$ cat src/rtl/router_tx_pkg.sv
// Shared definitions for the router packet transmitter: FSM encoding,
// command limits and header field layout.
package router_tx_pkg;

   typedef enum logic [2:0] {
      ST_IDLE    = 3'd0,
      ST_HEADER  = 3'd1,
      ST_PAYLOAD = 3'd2,
      ST_PARITY  = 3'd3,
      ST_GAP     = 3'd4
   } tx_state_e;

   localparam logic [1:0] ADDR_INVALID = 2'b11;
   localparam int         MAX_LEN      = 63;
   localparam int         LEN_W        = $clog2(MAX_LEN + 1);

   localparam int HDR_LEN_MSB  = 7;
   localparam int HDR_LEN_LSB  = 2;
   localparam int HDR_ADDR_MSB = 1;
   localparam int HDR_ADDR_LSB = 0;

   function automatic logic [7:0] make_header(input logic [LEN_W-1:0] len,
                                              input logic [1:0]       addr);
      logic [7:0] h;
      h = '0;
      h[HDR_LEN_MSB:HDR_LEN_LSB]   = len;
      h[HDR_ADDR_MSB:HDR_ADDR_LSB] = addr;
      return h;
   endfunction

endpackage

$ cat src/rtl/router_tx_buf.sv
// First-word-fall-through byte FIFO holding packet payload ahead of a send
// command. The head byte is valid whenever count is non-zero.
module router_tx_buf #(
   parameter  int DEPTH = 64,
   localparam int AW    = $clog2(DEPTH),
   localparam int CW    = AW + 1
) (
   input  logic          clk,
   input  logic          rst,
   input  logic          push,
   input  logic [7:0]    wdata,
   input  logic          pop,
   output logic [7:0]    head,
   output logic [CW-1:0] count,
   output logic          ready
);

   logic [7:0]    mem [DEPTH];
   logic [AW-1:0] wr_ptr;
   logic [AW-1:0] rd_ptr;
   logic          push_en;
   logic          pop_en;

   // ready depends only on the registered count, so a pop cannot make room
   // for a push in the same cycle when full
   assign ready   = (count < CW'(DEPTH));
   assign push_en = push && ready;
   assign pop_en  = pop && (count != '0);
   assign head    = mem[rd_ptr];

   always_ff @(posedge clk or negedge rst) begin
      if (!rst) begin
         wr_ptr <= '0;
         rd_ptr <= '0;
         count  <= '0;
      end else begin
         if (push_en) wr_ptr <= wr_ptr + AW'(1);
         if (pop_en)  rd_ptr <= rd_ptr + AW'(1);
         case ({push_en, pop_en})
            2'b10:   count <= count + CW'(1);
            2'b01:   count <= count - CW'(1);
            default: count <= count;
         endcase
      end
   end

   always_ff @(posedge clk) begin
      if (push_en) mem[wr_ptr] <= wdata;
   end

endmodule

$ cat src/rtl/router_pkt_tx.sv
// Packet source for the router input port: sends header, buffered payload
// and parity without bubbles, then watches err through an idle gap.
//
//   state      | meaning
//   -----------+---------------------------------------------------------
//   ST_IDLE    | waiting for a command; rejects invalid ones
//   ST_HEADER  | header byte on pkt_data, pkt_valid high
//   ST_PAYLOAD | payload bytes streamed from the buffer head
//   ST_PARITY  | parity byte on pkt_data, pkt_valid low
//   ST_GAP     | idle gap countdown; err here sets tx_err
module router_pkt_tx
   import router_tx_pkg::*;
#(
   parameter int BUF_DEPTH  = 64,
   parameter int GAP_CYCLES = 2
) (
   input  logic             clk,
   input  logic             rst,
   input  logic             s_valid,
   input  logic [7:0]       s_data,
   output logic             s_ready,
   input  logic             cmd_valid,
   input  logic [1:0]       cmd_addr,
   input  logic [LEN_W-1:0] cmd_len,
   output logic             cmd_ready,
   output logic             cmd_rej,
   output logic [7:0]       pkt_data,
   output logic             pkt_valid,
   input  logic             busy,
   input  logic             err,
   output logic             tx_done,
   output logic             tx_err,
   output logic [6:0]       buf_count
);

   localparam int CW = $clog2(BUF_DEPTH) + 1;
   localparam int GW = (GAP_CYCLES > 0) ? $clog2(GAP_CYCLES + 1) : 1;

   tx_state_e        state, state_nx;
   logic [7:0]       data_nx;
   logic             valid_nx;
   logic [LEN_W-1:0] rem, rem_nx;
   logic [7:0]       par, par_nx;
   logic [GW-1:0]    gap_cnt, gap_nx;
   logic             rej_nx;
   logic             tx_err_nx;
   logic             pop;
   logic [7:0]       head;
   logic [CW-1:0]    cnt;
   logic             cmd_bad;
   logic [7:0]       hdr;

   router_tx_buf #(.DEPTH(BUF_DEPTH)) u_buf (
      .clk   (clk),
      .rst   (rst),
      .push  (s_valid && s_ready),
      .wdata (s_data),
      .pop   (pop),
      .head  (head),
      .count (cnt),
      .ready (s_ready)
   );

   assign buf_count = 7'(cnt);
   assign cmd_bad   = (cmd_addr == ADDR_INVALID) || (cmd_len == '0);
   assign hdr       = make_header(cmd_len, cmd_addr);
   // a valid command waits until its whole payload is buffered, so the
   // payload phase never stalls on an empty buffer
   assign cmd_ready = (state == ST_IDLE) &&
                      (cmd_bad || (buf_count >= {1'b0, cmd_len}));

   always_ff @(posedge clk or negedge rst) begin
      if (!rst) begin
         state     <= ST_IDLE;
         pkt_data  <= '0;
         pkt_valid <= 1'b0;
         rem       <= '0;
         par       <= '0;
         gap_cnt   <= '0;
         cmd_rej   <= 1'b0;
         tx_err    <= 1'b0;
      end else begin
         state     <= state_nx;
         pkt_data  <= data_nx;
         pkt_valid <= valid_nx;
         rem       <= rem_nx;
         par       <= par_nx;
         gap_cnt   <= gap_nx;
         cmd_rej   <= rej_nx;
         tx_err    <= tx_err_nx;
      end
   end

   always_comb begin
      state_nx  = state;
      data_nx   = pkt_data;
      valid_nx  = pkt_valid;
      rem_nx    = rem;
      par_nx    = par;
      gap_nx    = gap_cnt;
      rej_nx    = 1'b0;
      tx_err_nx = tx_err;
      pop       = 1'b0;
      tx_done   = 1'b0;
      case (state)
         ST_IDLE: begin
            if (cmd_valid && cmd_ready) begin
               if (cmd_bad) begin
                  rej_nx = 1'b1;
               end else begin
                  data_nx   = hdr;
                  valid_nx  = 1'b1;
                  rem_nx    = cmd_len;
                  par_nx    = hdr;
                  tx_err_nx = 1'b0;
                  state_nx  = ST_HEADER;
               end
            end
         end
         ST_HEADER: begin
            if (!busy) begin
               data_nx  = head;
               pop      = 1'b1;
               state_nx = ST_PAYLOAD;
            end
         end
         ST_PAYLOAD: begin
            if (!busy) begin
               if (rem > LEN_W'(1)) begin
                  par_nx  = par ^ pkt_data;
                  rem_nx  = rem - LEN_W'(1);
                  data_nx = head;
                  pop     = 1'b1;
               end else begin
                  data_nx  = par ^ pkt_data;
                  valid_nx = 1'b0;
                  state_nx = ST_PARITY;
               end
            end
         end
         ST_PARITY: begin
            if (!busy) begin
               data_nx  = '0;
               gap_nx   = GW'(GAP_CYCLES);
               state_nx = ST_GAP;
            end
         end
         ST_GAP: begin
            if (err) tx_err_nx = 1'b1;
            if (gap_cnt != '0) begin
               gap_nx = gap_cnt - GW'(1);
            end else if (!busy) begin
               tx_done  = 1'b1;
               state_nx = ST_IDLE;
            end
         end
         default: state_nx = ST_IDLE;
      endcase
   end

endmodule

$ cat config.mk
export PLATFORM = sky130hd
export DESIGN_NAME = router_pkt_tx
export DESIGN_NICKNAME = d
export VERILOG_FILES = /design/src/rtl/router_tx_pkg.sv /design/src/rtl/router_tx_buf.sv /design/src/rtl/router_pkt_tx.sv
export SDC_FILE = /design/constraint.sdc
export NUM_CORES = 1
export LEC_CHECK = 0
export ABC_AREA = 0
export BUFFER_PORTS_ARGS = -buffer_cell sky130_fd_sc_hd__buf_2
export CORE_UTILIZATION = 62
export DETAILED_ROUTE_END_ITERATION = 8
export PLACE_DENSITY = 0.79
export SYNTH_ARGS = -nofsm -noshare
export SYNTH_HDL_FRONTEND = slang
export SYNTH_SLANG_ARGS = --single-unit
$ cat constraint.sdc
create_clock -name clk -period 8 [get_ports clk]
set_clock_uncertainty 0.1 [all_clocks]
set_input_delay 0.4 -clock clk [delete_from_list [all_inputs] [get_ports clk]]
set_output_delay 0.4 -clock clk [all_outputs]
set_load 0.02 [all_outputs]
# == Yosys cells after proc, flatten, opt, wreduce, memory -nomap -nowiden ==
# Memory sizes are Yosys's and may differ from the RTL's.
# Cells that the tools add are included.
# word_totals
reg_bits,49
mem_bits_rw,512
input_bits,22
out_inout_bits,21
word_cells,110
mem_count,1
# memory_table
name,depth,width,rd,rd_clocked_by_memory_dff,write_ports,line,rtl
u_buf.mem,64,8,1,0,1,router_tx_buf.sv:18,logic [7:0] mem [DEPTH];
# op_classes
addsub,6
magnitude_cmp,3
n_eq_ne,18
mux,48
bitwise,1
reduce_logical,22
# op_table
op,n
8-bit 2-to-1 mux,8
8-bit one-hot mux with 4 select lines,1
3-bit 2-to-1 mux,8
6-bit 2-to-1 mux,4
2-bit inequality test (second input constant),10
1-bit 2-to-1 mux,17
8-bit one-hot mux with 2 select lines,1
3-bit one-hot mux with 5 select lines,1
7-bit one-hot mux with 2 select lines,1
6-bit by 1-bit adder with 6-bit output (second input constant),2
6-bit one-hot mux with 2 select lines,1
5-bit AND reduction,2
2-bit nonzero test,5
8-bit AND reduction,1
8-bit bitwise XOR,1
7-bit by 1-bit adder with 7-bit output (second input constant),1
7-bit by 6-bit greater-or-equal comparator with 1-bit output,1
7-bit < comparator (second input constant),1
7-bit nonzero test,1
7-bit by 1-bit subtractor with 7-bit output (second input constant),1
3-bit by 2-bit equality test with 1-bit output (second input constant),2
6-bit by 1-bit greater-than comparator with 1-bit output (second input constant),1
6-bit logical NOT,1
1-bit one-hot mux with 2 select lines,3
other kinds (16),23

# == Longest topological paths before layout ==
# Gate-level depths: netlist of run 1.
# logic_depth
ltp_word,7
ltp_mapped,14
mapped_depth_nobuf,14

# == Cells and area by module ==
# A second synthesis of run 1 with hierarchy kept.
# hier_totals
hier_cells,1361
area_unflattened_um2,23379.9
# modules_own_cells
mod,instances,cells_each,area_each_um2,seq_area_each_um2
router_tx_buf,1,1102,21166.6,15850.2
router_pkt_tx,1,259,2213.4,750.7

# == Worst setup path before layout of run 1 ==
# Ideal clock, no wire load.
# synth_path
kind,reg2reg
startpoint,register rem[0]
endpoint,register u_buf.count[6]
setup_ns,0.080
arrival_time_ns,3.268
t_required_ns,7.820
slack_ns,4.552
stages_incl_launch_ff,14
n_path_buf,0
synth_period_minus_slack_ns,3.448
cell_sequence,dfrtp_1 -> inv_1 -> ha_1 -> nor2_1 -> o311ai_2 -> a2111oi_4 -> ha_1 -> ha_1 -> nor2b_1 -> o21ai_0 -> a21boi_0 -> or4_1 -> nand3_1 -> xnor2_1
# synth_between
elab_chain_len,7
# synth_rtl
item,line,rtl
"start, declared",router_pkt_tx.sv:42,"logic [LEN_W-1:0] rem, rem_nx;"
"start signal, assigned",router_pkt_tx.sv:86,rem <= rem_nx;
6-bit by 1-bit greater-than comparator with 1-bit output *,router_pkt_tx.sv:129,if (rem > LEN_W'(1)) begin
1-bit 2-to-1 mux *,router_pkt_tx.sv:129,
1-bit 2-to-1 mux *,router_pkt_tx.sv:128,if (!busy) begin
1-bit one-hot mux with 2 select lines *,router_pkt_tx.sv:105,case (state)
1-bit logical AND *,router_tx_buf.sv:28,assign pop_en = pop && (count != '0);
net u_buf.pop_en,router_tx_buf.sv:22,logic pop_en;
2-bit by 1-bit equality test with 1-bit output or 2-bit equality test (tied branches),router_tx_buf.sv:39,"case ({push_en, pop_en})"
7-bit one-hot mux with 2 select lines or 2-bit nonzero test (tied branches),-,
"end signal, assigned",router_tx_buf.sv:40,2'b10: count <= count + CW'(1);
"end signal, assigned",router_tx_buf.sv:41,2'b01: count <= count - CW'(1);
"end signal, assigned",router_tx_buf.sv:42,default: count <= count;
"end, declared",router_tx_buf.sv:14,"output logic [CW-1:0] count,"
# The timed path passes the listed nets; every way through them passes the cells marked *.
# A chain may end at the register's enable or synchronous reset.

# == Worst setup path after layout of run 1 ==
# Ends and elaborated chain as after synthesis.

==> flow_metrics.py, run 1 <==
metrics = {
    "status": {
        "outcome": "finished clean",
    },
    "sta": {
        "setup_viol_count_final": 0,
        "final_max_slew_viol_count": 0,
        "worstMarginPinSlew_ns": 1.25,
        "rsz0062_at_grt": "no",
        "period_share": 0.514,
        "fin_crit_ns": 4.11,
        "max_freq_mhz": 243,
        "timing.hold.ws_ns": 0.0593,
        "tns_ns": 0,
        "relSlewSlack": 0.164,
        "hold_viol": 0,
    },
    "global_route": {
        "grt_use_total": 0.279,
        "grt_pass1_vias": 12600,
        "antenna_found_initial": 0,
        "grt_max_degree": 65,
        "grt_overflow_total": 0,
        "grt_pass1_wl_um": 78300,
    },
    "cts": {
        "cts.sink_count": 561,
        "clk_pin_slew_ns": 0.06,
        "worst_skew_pair.late_latency_ns": 0.60,
        "ctsResizeCount": 0,
        "clock_path_buffers": 3,
        "clockRootBuffer": "clkbuf_16",
        "cts_setup_buffers": 0,
        "cts_hold_buf": 4,
        "htree_levels": 2,
        "cts_buffers": 54,
        "cts_tree": "built",
    },
    "layout": {
        "design_area_um2": 25300,
        "layout.nets": 1434,
        "fin_util": 0.690,
        "syn_to_final_growth_pct": 9.52,
        "diodes": 0,
        "drive_above_1_share": 0.160,
        "fill_cells": 2239,
    },
    "logic_synthesis": {
        "synth_top_area_share": 0.666,
        "yosysMostFrequentCell": "edfxtp_1",
        "syn_inst": 1347,
        "synth_edf_count": 512,
        "yosysSeqAreaShare": 0.719,
        "netlist-cell-type-count": 76,
        "synthArstFlopShare": 0.0873,
        "synth.area.top_cells": "edfxtp_1 (67%), mux4_2 (6.7%), dfrtp_1 (5.3%)",
        "yosys.area.top_type": "edfxtp_1",
        "ys_ff_latch": 561,
        "syn_avg_cell_area_um2": 17.1,
        "syn-num-nets": 1387,
        "netlist_top_cells_count": "edfxtp_1 (512), mux2i_1 (121), nor2_1 (109)",
        "syn-cell-area_um2": 23100,
        "synthFlopType": "edfxtp_1",
        "ys_warn_count": 0,
    },
    "die": {
        "rows": 70,
        "design.core.area_um2": 36600,
        "ios": 43,
        "initial_core_util": 0.630,
        "die_height_um": 195,
        "die_x_um": 195,
        "dieArea_um2": 38000,
    },
    "setup_path": {
        "regToRegSetupSlack_ns": 3.89,
        "critPathArrivalTime_ns": 4.52,
        "start_kind": "flop",
        "timing.rr.start": "rem[0]",
        "crit_fanout": 8,
        "cp-startpoint": "rem[0]",
        "r2r-end": "u_buf.count[6]",
        "crit_path_end": "u_buf.count[6]",
        "cp.required_ns": 8.41,
        "critical_path_class": "reg -> reg",
        "crit_path_end_kind": "flop",
        "reg2reg_depth": 13,
    },
    "placed_design": {
        "post-dp-hpwl_um": 30700,
        "port_buffers": 42,
        "gp_congestion": 0.935,
        "placed_area_um2": 23500,
    },
    "drt": {
        "via_per_inst": 6.75,
        "wl_met1_um": 20400,
        "vias": 12900,
        "dr.pass1.iters": 5,
        "wirelength_um": 51700,
        "wl_met2_um": 24600,
        "routed.top_layer": "met4",
        "routedWlPerCell_um": 27.1,
        "met3WireLength_um": 5320,
        "drtIter0Drc": 1534,
        "ant_nets": 0,
        "drt_drc_violations_left": 0,
    },
    "worst_hold_path": {
        "hold_class": "in -> reg",
    },
    "pwr": {
        "vdd_drop_max_v": 0.000224,
        "p_per_area_nw_per_um2": 345,
        "p_leak_nw": 8.54,
    },
    "job": {
        "max_cap_violations": 0,
    },
}
power by group:
part	internal [mW]	leakage [nW]	switching (mW)
Sequential	3.37	5.19	0.367
Clock	1.38	0.822	1.09
Combinational	1.05	2.53	1.48
cell usage in the layout (no fill, tap or decap), types with 7 or more instances in the layout:
cell type,netlist,final
nand3_1,13,13
inv_1,24,24
a211o_1,8,8
a221oi_2,8,8
buf_4,6,14
o22ai_1,54,54
ha_1,17,17
o21ai_0,31,31
nor3_1,8,8
o21ai_1,8,8
clkinv_2,0,8
nor2_1,109,108
a211oi_1,12,12
mux4_2,69,69
a31oi_1,17,17
xnor2_1,19,19
clkbuf_1,21,13
and3_1,7,7
nor2b_1,7,7
nor4_1,11,11
a21oi_1,21,21
a22oi_1,17,17
clkbuf_16,0,54
dfrtp_1,49,46
nand2_1,57,57
clkinv_1,0,9
buf_2,22,42
edfxtp_1,512,512
mux2i_1,121,121
critical path, cell delays in order (launching register included):
cell,delay (ns)
dfrtp_1,0.43
inv_1,0.08
ha_1,0.26
nor2_1,0.26
o311ai_2,0.17
a2111oi_4,0.69
ha_1,0.45
ha_1,0.33
nor2b_1,0.15
o21ai_0,0.21
a21boi_0,0.19
or4_1,0.49
nand3_1,0.12
xnor2_1,0.12
logic make-up (layout without fill, tap and decap cells):
kind of cell    count (synthesis)  count (layout)  synth area share
compound gates                208             208            0.0632
xor+xnor                       23              23           0.00873
fa+ha+maj                      18              18            0.0101
buf+inv                        94             184            0.0237
flops                         561             561             0.719
mux                           196             196             0.125
simple gates                  247             247            0.0503
layer usage:
layer,vias up,track usage
li1,5466,-
met5,-,0
met1,6479,0.407
met2,806,0.438
met4,0,0.0784
met3,110,0.0508
worst min-delay path by stage:
stage,startpoint,to,slack (ns),cells after the start
5_1_grt,cmd_len[0],par[2],0.06,3
6_report,cmd_len[0],par[2],0.06,3
3_3_place_gp,u_buf.wr_ptr[2],u_buf.wr_ptr[2],0.38,1
4_1_cts,cmd_len[0],par[2],0.04,3
2_1_floorplan,rst,cmd_rej,0.004,0
3_5_place_dp,u_buf.wr_ptr[2],u_buf.wr_ptr[2],0.39,1
through the flow:
stage / std cells / worst slack [ns] / total power [mW]
global route: 1905 / 3.62 / 9.01
finish: 1905 / 3.89 / 8.72
global placement: 1802 / 4.11 / 6.20
floorplan: 1347 / 4.55 / 5.55
detailed placement: 1802 / 4.01 / 6.25
CTS: 1905 / 3.97 / 8.69
layout make-up:
type,instances,area (um2),share of cell area
Clock inverter,32,297,0.0117
Inverter,25,93.8,0.00371
Clock buffer,67,1400,0.0554
Multi-Input combinational cell,692,5930,0.235
Tap cell,468,586,0.0232
Timing Repair Buffer,60,355,0.0141
Sequential cell,561,16600,0.657
flip-flops by register name (all words and copies together) (netlist names), 2 cells and up:
name and count:
u_buf.mem 512, rem 6, u_buf.wr_ptr 6, state 3, par 8, gap_cnt 2, u_buf.count 7, u_buf.rd_ptr 6
pkt_data 8
Power figures use the tool's default switching activity.
==> inputs of run 2 (changes only) <==
Settings changed: CORE_UTILIZATION 62 to 56, PLACE_DENSITY 0.79 to 0.75.
Clock period 8 ns to 3.3 ns, I/O delays scaled along.
==> flow_metrics.py, run 2 (synthesis gave the netlist of run 1 again) <==
metrics = {
    "layout": {
        "layout_commonest_cell": "edfxtp_1",
        "diodes": 0,
        "largest_reg_flops": 512,
        "drive_above_1_share": 0.227,
        "reg.largest.list": "u_buf.mem x512, par x8, pkt_data x8",
        "stdcell_count": 2081,
        "final_cell_mix": "edfxtp_1 (512), mux2i_1 (121), buf_4 (115), nor2_1 (108), mux4_2 (69)",
        "layout.nets": 1545,
        "design_area_um2": 26400,
        "syn_to_final_growth_pct": 14.5,
        "top_register": "u_buf.mem",
    },
    "sta": {
        "worstMarginPinSlew_ns": 1.28,
        "final_max_slew_viol_count": 0,
        "max_freq_mhz": 312,
        "hold_viol": 0,
        "period_share": 0.971,
        "relSlewSlack": 0.146,
        "fin_ws_ns": 0.0966,
        "fin_crit_ns": 3.20,
        "tns_ns": 0,
        "setup_viol_count_final": 0,
    },
    "setup_path": {
        "regToRegSetupSlack_ns": 0.1,
        "r2r-end": "u_buf.count[6]",
        "cpMaxStageDelayCell": "or4_4",
        "path_delay_family": "compound AO/OA/AOI/OAI gates",
        "reg2reg_depth": 12,
        "critical_path_class": "reg -> reg",
        "critPathArrivalTime_ns": 3.59,
        "start_kind": "flop",
        "cp_num_buf_inv": 0,
        "timing.rr.start": "rem[0]",
        "crit_path_end_kind": "flop",
        "cp.required_ns": 3.69,
        "crit_path_max_incr_delay_ns": 0.49,
        "crit_fanout": 7,
        "crit_chain": "ha_1 > nor2_4 > o311ai_4 > a2111oi_4 > ha_2 > ha_4 > nor2b_1 > o21ai_1 > a21boi_2 > or4_4 > nand3_2 > xnor2_1",
    },
    "placed_design": {
        "gp_congestion": 0.908,
        "place_inst": 1966,
        "port_buffers": 42,
        "post-dp-hpwl_um": 32800,
        "post-place-ws_ns": -0.00760,
        "placed_area_um2": 24400,
    },
    "die": {
        "ios": 43,
        "design.core.area_um2": 40700,
        "die_x_um": 205,
        "dieArea_um2": 42000,
        "initial_core_util": 0.567,
        "rows": 74,
        "die_height_um": 205,
    },
    "global_route": {
        "grt_overflow_total": 0,
        "grt_pass1_wl_um": 78700,
        "antenna_found_initial": 0,
        "grt_use_total": 0.256,
        "grt_pass1_vias": 12900,
        "grt_max_degree": 71,
    },
    "cts": {
        "worst_skew_pair.late_latency_ns": 0.58,
        "cts_buffers": 52,
        "clk_pin_slew_ns": 0.07,
        "cts.sink_count": 561,
        "htree_levels": 2,
        "clock_path_buffers": 3,
        "clockRootBuffer": "clkbuf_16",
        "cts_tree": "built",
    },
    "drt": {
        "dr.pass1.iters": 5,
        "drt_drc_violations_left": 0,
        "vias": 13100,
        "drtIter0Drc": 1693,
        "via_per_inst": 6.28,
        "routedWlPerCell_um": 25.3,
        "ant_nets": 0,
        "wirelength_um": 52600,
    },
    "status": {
        "outcome": "finished clean",
    },
    "pwr": {
        "p_seq_frac": 0.405,
        "clock_power_share": 0.284,
        "p_sw_mw": 7.16,
        "vdd_drop_max_v": 0.000448,
        "p_per_area_nw_per_um2": 824,
        "combPwrFrac": 0.311,
        "finalPower_mw": 21.8,
        "p_int_mw": 14.6,
        "p_leak_nw": 9.18,
        "switching_share": 0.329,
    },
    "worst_hold_path": {
        "hold_class": "in -> async",
    },
    "job": {
        "max_cap_violations": 0,
    },
}
## run 2: repair_timing
item | in CTS | in global routing
hold buffers | 13 | 0
resized for setup | 1 | 15
endpoints found under the setup margin | 2 | 2
pin swaps | 2 | 7
setup buffers | 0 | 4
endpoints found under the hold margin | 51 | 0
## run 2: layout make-up
class,count,area (um2)
Clock buffer,57,1340
Clock inverter,41,433
Fill cell,2726,14300
Inverter,25,93.8
Multi-Input combinational cell,692,6010
Sequential cell,561,16600
Tap cell,532,666
Timing Repair Buffer,173,1250
## run 2: power by group through the flow
| stage | Clock, mW | Combinational, mW | Sequential (mW) |
|---|---|---|---|
| floorplan | 0 | 4.77 | 8.70 |
| global placement | 0 | 6.37 | 8.90 |
| detailed placement | 0 | 6.52 | 8.93 |
| CTS | 6.23 | 6.61 | 8.79 |
| global route | 6.48 | 7.21 | 8.88 |
| finish | 6.17 | 6.77 | 8.82 |
## run 2: worst max path at each step
stage,from,to,slack [ns],cells past startpoint
3_5_place_dp,rem[0],u_buf.count[6],-0.008,13
5_1_grt,rem[0],u_buf.count[6],-0.04,14
6_report,rem[0],u_buf.count[6],0.1,12
2_1_floorplan,rem[0],u_buf.count[6],0.02,13
4_1_cts,rem[0],u_buf.count[6],0.04,13
3_3_place_gp,rem[0],u_buf.count[6],0.09,13
## run 2: through the flow
step / hold slack [ns] / utilization
after floorplan: -0.231 / -
final: 0.0203 / 0.648
after global placement: 0.0996 / 0.599
after detailed placement: 0.0969 / 0.599
after CTS: 0.0273 / 0.646
after global routing: 0.0766 / 0.648
## run 2: layer usage
layer	GRT usage	wire length (um)	vias up
met3	0.0447	4730	104
met5	0	0	-
met1	0.369	21600	6589
met2	0.400	24700	701
li1	-	-	5680
met4	0.0817	1560	0
